## config.mk

```make
export PLATFORM = sky130hd
export DESIGN_NAME = muldiv_seq_flat
export DESIGN_NICKNAME = d
export VERILOG_FILES = /design/src/rtl/muldiv_seq_if.sv /design/src/rtl/muldiv_seq.sv /design/src/flat_wrapper.sv
export SDC_FILE = /design/constraint.sdc
export NUM_CORES = 1
export LEC_CHECK = 0
export CAP_MARGIN = 30
export CORE_MARGIN = 2
export CORE_UTILIZATION = 40
export CTS_CLUSTER_DIAMETER = 30
export DETAILED_ROUTE_END_ITERATION = 8
export SLEW_MARGIN = 20
export SYNTH_ARGS = -nofsm -noshare
export SYNTH_HDL_FRONTEND = slang
export SYNTH_SLANG_ARGS = --single-unit
```

## constraint.sdc

```tcl
create_clock -name clk -period 3.75 [get_ports clk]
set_input_delay 0.9375 -clock clk [delete_from_list [all_inputs] [get_ports clk]]
set_output_delay 0.9375 -clock clk [all_outputs]
set_load 0.01 [all_outputs]
```

## src/rtl/muldiv_seq_if.sv

```systemverilog
// Handshake and HI/LO bus between the pipeline and the sequential multiply/divide unit.
// The pipeline drives the master modport; muldiv_seq drives the slave modport.
interface muldiv_seq_if #(
    parameter int unsigned WIDTH = 32
);
    logic             start;
    logic [1:0]       op;
    logic [WIDTH-1:0] a;
    logic [WIDTH-1:0] b;
    logic             hilo_rd;
    logic [1:0]       hilo_we;
    logic [WIDTH-1:0] wdata;
    logic [WIDTH-1:0] hi;
    logic [WIDTH-1:0] lo;
    logic             busy;
    logic             done;
    logic             div0;
    logic             stall;

    modport master (
        output start, op, a, b, hilo_rd, hilo_we, wdata,
        input  hi, lo, busy, done, div0, stall
    );

    modport slave (
        input  start, op, a, b, hilo_rd, hilo_we, wdata,
        output hi, lo, busy, done, div0, stall
    );
endinterface

```

## src/rtl/muldiv_seq.sv

```systemverilog
// Radix-2 sequential MIPS-style mult/multu/div/divu unit with HI/LO registers.
// Fixed 33-cycle latency: one load edge, 32 step edges, one sign-fix/writeback edge.
module muldiv_seq #(
    parameter int unsigned WIDTH = 32
) (
    input logic         clk,
    input logic         rst,
    muldiv_seq_if.slave bus
);
    localparam int unsigned CW = $clog2(WIDTH);
    localparam logic [1:0] S_IDLE = 2'd0;
    localparam logic [1:0] S_RUN  = 2'd1;
    localparam logic [1:0] S_FIX  = 2'd2;

    logic [1:0]         r_state;
    logic [CW-1:0]      r_cnt;
    logic [1:0]         r_op;
    logic               r_sa;
    logic               r_sb;
    logic [WIDTH-1:0]   r_m;
    logic [WIDTH-1:0]   r_a_raw;
    logic [2*WIDTH-1:0] r_acc;
    logic [WIDTH-1:0]   r_hi;
    logic [WIDTH-1:0]   r_lo;
    logic               r_done;
    logic               r_div0;

    logic               w_neg_a;
    logic               w_neg_b;
    logic [WIDTH-1:0]   w_abs_a;
    logic [WIDTH-1:0]   w_abs_b;
    logic [WIDTH:0]     w_mul_sum;
    logic [2*WIDTH-1:0] w_mul_next;
    logic [WIDTH:0]     w_div_cand;
    logic [WIDTH:0]     w_div_diff;
    logic               w_div_ok;
    logic [2*WIDTH-1:0] w_div_next;
    logic               w_neg_res;
    logic [2*WIDTH-1:0] w_prod;
    logic [WIDTH-1:0]   w_quo;
    logic [WIDTH-1:0]   w_rem;
    logic               w_div0;

    // op[0] clear selects the signed variants
    assign w_neg_a = ~bus.op[0] & bus.a[WIDTH-1];
    assign w_neg_b = ~bus.op[0] & bus.b[WIDTH-1];
    assign w_abs_a = w_neg_a ? -bus.a : bus.a;
    assign w_abs_b = w_neg_b ? -bus.b : bus.b;

    // Multiply: acc = {partial product, remaining multiplier bits}, shifted right each step
    assign w_mul_sum  = {1'b0, r_acc[2*WIDTH-1:WIDTH]} + (r_acc[0] ? {1'b0, r_m} : '0);
    assign w_mul_next = {w_mul_sum, r_acc[WIDTH-1:1]};

    // Divide: acc = {partial remainder, dividend/quotient}, shifted left each step
    assign w_div_cand = r_acc[2*WIDTH-1:WIDTH-1];
    assign w_div_diff = w_div_cand - {1'b0, r_m};
    assign w_div_ok   = ~w_div_diff[WIDTH];
    assign w_div_next = {(w_div_ok ? w_div_diff[WIDTH-1:0] : w_div_cand[WIDTH-1:0]),
                         r_acc[WIDTH-2:0], w_div_ok};

    assign w_neg_res = r_sa ^ r_sb;
    assign w_prod    = w_neg_res ? -r_acc : r_acc;
    assign w_quo     = w_neg_res ? -r_acc[WIDTH-1:0] : r_acc[WIDTH-1:0];
    assign w_rem     = r_sa ? -r_acc[2*WIDTH-1:WIDTH] : r_acc[2*WIDTH-1:WIDTH];
    assign w_div0    = r_op[1] & (r_m == '0);

    always_ff @(posedge clk or negedge rst) begin
        if (!rst) begin
            r_state <= S_IDLE;
            r_cnt   <= '0;
            r_op    <= '0;
            r_sa    <= 1'b0;
            r_sb    <= 1'b0;
            r_m     <= '0;
            r_a_raw <= '0;
            r_acc   <= '0;
            r_hi    <= '0;
            r_lo    <= '0;
            r_done  <= 1'b0;
            r_div0  <= 1'b0;
        end else begin
            r_done <= 1'b0;
            r_div0 <= 1'b0;
            case (r_state)
                S_IDLE: begin
                    if (bus.hilo_we[1]) r_hi <= bus.wdata;
                    if (bus.hilo_we[0]) r_lo <= bus.wdata;
                    if (bus.start) begin
                        r_op    <= bus.op;
                        r_sa    <= w_neg_a;
                        r_sb    <= w_neg_b;
                        r_a_raw <= bus.a;
                        // r_m holds the addend for multiply and the divisor for divide
                        r_m     <= bus.op[1] ? w_abs_b : w_abs_a;
                        r_acc   <= {{WIDTH{1'b0}}, (bus.op[1] ? w_abs_a : w_abs_b)};
                        r_cnt   <= '0;
                        r_state <= S_RUN;
                    end
                end
                S_RUN: begin
                    r_acc <= r_op[1] ? w_div_next : w_mul_next;
                    r_cnt <= r_cnt + 1'b1;
                    if (r_cnt == CW'(WIDTH - 1)) r_state <= S_FIX;
                end
                S_FIX: begin
                    if (!r_op[1]) begin
                        {r_hi, r_lo} <= w_prod;
                    end else if (w_div0) begin
                        r_hi <= r_a_raw;
                        r_lo <= '1;
                    end else begin
                        r_hi <= w_rem;
                        r_lo <= w_quo;
                    end
                    r_done  <= 1'b1;
                    r_div0  <= w_div0;
                    r_state <= S_IDLE;
                end
                default: r_state <= S_IDLE;
            endcase
        end
    end

    assign bus.hi    = r_hi;
    assign bus.lo    = r_lo;
    assign bus.busy  = (r_state != S_IDLE);
    assign bus.done  = r_done;
    assign bus.div0  = r_div0;
    assign bus.stall = bus.busy & (bus.hilo_rd | bus.start | (bus.hilo_we != 2'b00));
endmodule

```

## src/flat_wrapper.sv

```systemverilog
// flat-port wrapper written by rule: the top's interface ports become plain ports
module muldiv_seq_flat 
#(
    parameter int unsigned WIDTH = 32
)
  (clk, rst, bus_start, bus_op, bus_a, bus_b, bus_hilo_rd, bus_hilo_we, bus_wdata, bus_hi, bus_lo, bus_busy, bus_done, bus_div0, bus_stall);
  muldiv_seq_if #(.WIDTH(WIDTH)) bus_i ();
  input logic clk;
  input logic rst;
  input wire logic [$bits(bus_i.start)-1:0] bus_start;
  input wire logic [$bits(bus_i.op)-1:0] bus_op;
  input wire logic [$bits(bus_i.a)-1:0] bus_a;
  input wire logic [$bits(bus_i.b)-1:0] bus_b;
  input wire logic [$bits(bus_i.hilo_rd)-1:0] bus_hilo_rd;
  input wire logic [$bits(bus_i.hilo_we)-1:0] bus_hilo_we;
  input wire logic [$bits(bus_i.wdata)-1:0] bus_wdata;
  output wire logic [$bits(bus_i.hi)-1:0] bus_hi;
  output wire logic [$bits(bus_i.lo)-1:0] bus_lo;
  output wire logic [$bits(bus_i.busy)-1:0] bus_busy;
  output wire logic [$bits(bus_i.done)-1:0] bus_done;
  output wire logic [$bits(bus_i.div0)-1:0] bus_div0;
  output wire logic [$bits(bus_i.stall)-1:0] bus_stall;
  assign bus_i.start = bus_start;
  assign bus_i.op = bus_op;
  assign bus_i.a = bus_a;
  assign bus_i.b = bus_b;
  assign bus_i.hilo_rd = bus_hilo_rd;
  assign bus_i.hilo_we = bus_hilo_we;
  assign bus_i.wdata = bus_wdata;
  assign bus_hi = bus_i.hi;
  assign bus_lo = bus_i.lo;
  assign bus_busy = bus_i.busy;
  assign bus_done = bus_i.done;
  assign bus_div0 = bus_i.div0;
  assign bus_stall = bus_i.stall;
  muldiv_seq #(.WIDTH(WIDTH)) u_core (.clk(clk), .rst(rst), .bus(bus_i));
endmodule
```

==> results of run 1 <==
[logic make-up (layout without fill, tap and decap cells)]
logic type,after synthesis,in the layout,share of synthesized area [%]
simple gates,726,726,19.7
compound gates,698,698,25.2
buf+inv,218,508,4.92
flops,204,204,30.1
xor+xnor,203,203,10.5
fa+ha+maj,72,72,5.40
mux,69,69,4.12
other cells,0,1,0
[metrics by stage]
step           hold WS (ns)  worst slack (ns)  setup TNS, ns
2_1_floorplan         0.440             0.416              0
3_3_place_gp          0.462           -0.0303        -0.0836
3_5_place_dp          0.467           -0.0632         -0.247
4_1_cts               0.365             0.141              0
5_1_grt               0.378            0.0363              0
6_report              0.352            0.0962              0
[registers in the layout, indices dropped and copies added, names as in the netlist]
| name | flops |
|---|---|
| u_core.bus.div0 | 1 |
| u_core.bus.done | 1 |
| u_core.bus.hi | 32 |
| u_core.bus.lo | 32 |
| u_core.r_a_raw | 32 |
| u_core.r_acc | 64 |
| u_core.r_cnt | 5 |
| u_core.r_m | 32 |
| u_core.r_op | 1 |
| u_core.r_sa | 1 |
| u_core.r_sb | 1 |
| u_core.r_state | 2 |
[power by group through the flow]
stage	Combinational, W	Clock (W)	Sequential, W
after floorplan	0.00911	0	0.00412
after global placement	0.0144	0	0.00436
after detailed placement	0.0145	0	0.00438
after CTS	0.0146	0.00506	0.00437
after global routing	0.0161	0.00519	0.00449
final	0.0149	0.00502	0.00441
[final timing paths]
check / startpoint / end / slack, ns / cells after the start
max: u_core.r_m[3]$_DFFE_PN0P_ / u_core.r_acc[40]$_DFFE_PN0P_ / 0.1 / 14
min: rst / u_core.bus.div0$_DFF_PN0_ / 0.35 / 1
max reg2reg: u_core.r_m[3]$_DFFE_PN0P_ / u_core.r_acc[40]$_DFFE_PN0P_ / 0.1 / 14
min reg2reg: u_core.r_a_raw[3]$_DFFE_PN0P_ / u_core.r_a_raw[3]$_DFFE_PN0P_ / 0.47 / 2
max in group asynchronous: rst / u_core.bus.lo[16]$_DFFE_PN0P_ / 2.53 / 2
min in group clk: u_core.r_a_raw[3]$_DFFE_PN0P_ / u_core.r_a_raw[3]$_DFFE_PN0P_ / 0.47 / 2
[cell usage after synthesis (5+ instances only)]
cell and n:
and2_1 12, a221oi_1 11, xor2_1 95, clkbuf_1 129, a221o_1 5, or4_1 14, a22oi_1 24, o21ai_0 207
nand2_1 293, o221ai_1 10, or3_1 19, a211oi_1 54, nand2b_1 27, o22ai_1 27, buf_1 15, nor3_1 37
nor4_1 27, buf_2 6, o21bai_1 6, mux2i_1 63, mux2_2 6, o211ai_1 43, a21oi_1 196, dfrtp_1 204
nor3b_1 8, nor2_1 197, xnor2_1 108, o31ai_1 14, and3_1 14, ha_1 70, a31oi_1 25, nand4_1 12
nand3_1 29, inv_1 66, nor2b_1 13, a21o_1 24, o21a_1 6, o41ai_1 10
[layer usage]
layer / wire, microns / GRT usage [%]
met5: 13 / 0
met4: 3150 / 13.7
met3: 6040 / 6.82
met2: 31400 / 49.1
met1: 29900 / 42.5
[layout make-up]
cell class	count	area, sq um	share of cell area (%)
well taps	539	674	3.04
diodes	1	2.50	0.0113
flip-flops and latches	204	5110	23.0
clock buffers	62	1460	6.60
repair buffers	341	3100	14.0
multi-input cells	1768	11100	49.9
clock inverters	38	515	2.33
inverters	67	255	1.15
[critical path, cell delays in order, from the launching register on]
cell      delay, ns
dfrtp_1        0.45
inv_1          0.10
ha_1           0.34
o211ai_1       0.19
a21oi_1        0.09
o21ai_0        0.53
o21ai_0        0.22
buf_4          0.20
a21oi_1        0.31
xnor2_2        0.17
buf_4          0.16
buf_4          0.17
buf_12         0.16
mux2i_1        0.25
o21ai_0        0.16
[repair_timing]
item	4_1_cts	5_1_grt
buffers inserted	0	4
resized for setup	0	1
setup endpoints to repair	0	7
==> flow_metrics.env, run 1 <==
export IMPL_rows=75
export IMPL_synthArstFlopShare_pct=100
export IMPL_timing_final_crit_share_pct=97.4
export IMPL_dp_cells=2915
export IMPL_peakVddDrop_v=0.000441
export IMPL_power_leakage_nw=9.51
export IMPL_place_area_sq_um=20100
export IMPL_die_w_microns=210
export IMPL_grt_overflow=0
export IMPL_syn_area_sq_um=16900
export IMPL_drt_wl_total_microns=70500
export IMPL_synth_seq_area_share_pct=30.1
export IMPL_hp_class="in2async"
export IMPL_synth_seq_cells=204
export IMPL_yosysWarningCount=0
export IMPL_tightestPinTransition_ns=0.861
export IMPL_drive_above_1_share_pct=12.4
export IMPL_yosysTopAreaCell="dfrtp_1"
export IMPL_pwr_density_cell_nw_per_um2=1100
export IMPL_drt_iter0_markers=1763
export IMPL_setup_viol_count_final=0
export IMPL_synthTopCellsByArea="dfrtp_1 (30%), nand2_1 (6.5%), o21ai_0 (6.1%)"
export IMPL_fin_util_pct=53.0
export IMPL_p_sw_share_pct=46.8
export IMPL_grt_pass1_vias=17473
export IMPL_required_ns=4.17
export IMPL_ys_types=73
export IMPL_port_buffers=171
export IMPL_netlist_area_leader_share_pct=30.1
export IMPL_worstSetupPathType="reg2reg"
export IMPL_syn2layout_area_growth_pct=30.8
export IMPL_drt_pass1_iter_count=8
export IMPL_final_area_sq_um=22200
export IMPL_p_clk_share_pct=20.6
export IMPL_grt_antenna_before_repair=1
export IMPL_worstSetupEndpointType="flip-flop"
export IMPL_outcome="finished, final reports clean"
export IMPL_p_comb_share_pct=61.2
export IMPL_fin_crit_ns=3.65
export IMPL_clk_pin_slew_ns=0.05
export IMPL_internal_power_w=0.0129
export IMPL_clock_path_buffers=3
export IMPL_synth_edf_count=0
export IMPL_drc=0
export IMPL_initial_core_util_pct=40.5
export IMPL_grt_total_usage_pct=31.6
export IMPL_mostFrequentLayoutCell="nand2_1"
export IMPL_die_h_microns=210
export IMPL_cts_buffers=53
export IMPL_cts_root_buf="clkbuf_16"
export IMPL_switching_power_w=0.0114
export IMPL_final_cell_mix="nand2_1 (292), o21ai_0 (207), dfrtp_1 (203)"
export IMPL_rsz0062_at_grt="false"
export IMPL_hold_violations=0
export IMPL_nNetsFinal=2611
export IMPL_htree_levels=2
export IMPL_fmax_ghz=0.274
export IMPL_p_total_w=0.0243
export IMPL_dr_total_vias=18141
export IMPL_fill_cells=3994
export IMPL_max_slew_margin_pct=42.6
export IMPL_core_area_sq_um=41900
export IMPL_grt_pass1_wl_microns=106000
export IMPL_ctsHoldBuffers=0
export IMPL_fin_skew_ns=0.0284
export IMPL_cp_max_fo=13
export IMPL_syn_num_nets=2366
export IMPL_clock_latency_ns=0.60
export IMPL_cts_tree="done"
export IMPL_io_pins=172
export IMPL_vias_per_cell=6.01
export IMPL_stdcell_count=3020
export IMPL_maxCapViolCount=0
export IMPL_die_area_sq_um=44000
export IMPL_critical_path_arrival_ns=4.08
export IMPL_grt_max_degree=90
export IMPL_post_drt_wl_per_cell_microns=23.3
export IMPL_slew_viol_final=0
export IMPL_syn_inst=2190
export IMPL_seq_power_share_pct=18.1
export IMPL_place_gp_congestion=0.963
export IMPL_clock_sinks=204
export IMPL_yosys_most_used_dff="dfrtp_1"
export IMPL_hpwl_microns=55100
export IMPL_syn_area_per_cell_sq_um=7.74
export IMPL_antenna_left=0
export IMPL_cp_start_kind="flip-flop"
No activity file was read; power rests on OpenSTA's default activity.
==> run 2: changes to the inputs <==
--- a/config.mk
+++ b/config.mk
@@ -5,6 +5,7 @@
 export SDC_FILE = /design/constraint.sdc
 export NUM_CORES = 1
 export LEC_CHECK = 0
+export ABC_AREA = 0
 export CAP_MARGIN = 30
 export CORE_MARGIN = 2
 export CORE_UTILIZATION = 40
==> results of run 2 <==
Same layout as run 1: the final DEF is identical, and so are final timing and power.
==> run 3: changes to the inputs <==
--- a/config.mk
+++ b/config.mk
@@ -11,7 +11,6 @@
 export CORE_UTILIZATION = 40
 export CTS_CLUSTER_DIAMETER = 30
 export DETAILED_ROUTE_END_ITERATION = 8
-export SLEW_MARGIN = 20
 export SYNTH_ARGS = -nofsm -noshare
 export SYNTH_HDL_FRONTEND = slang
 export SYNTH_SLANG_ARGS = --single-unit
==> results of run 3 <==
Same layout as run 1: the final DEF is identical, and so are final timing and power.
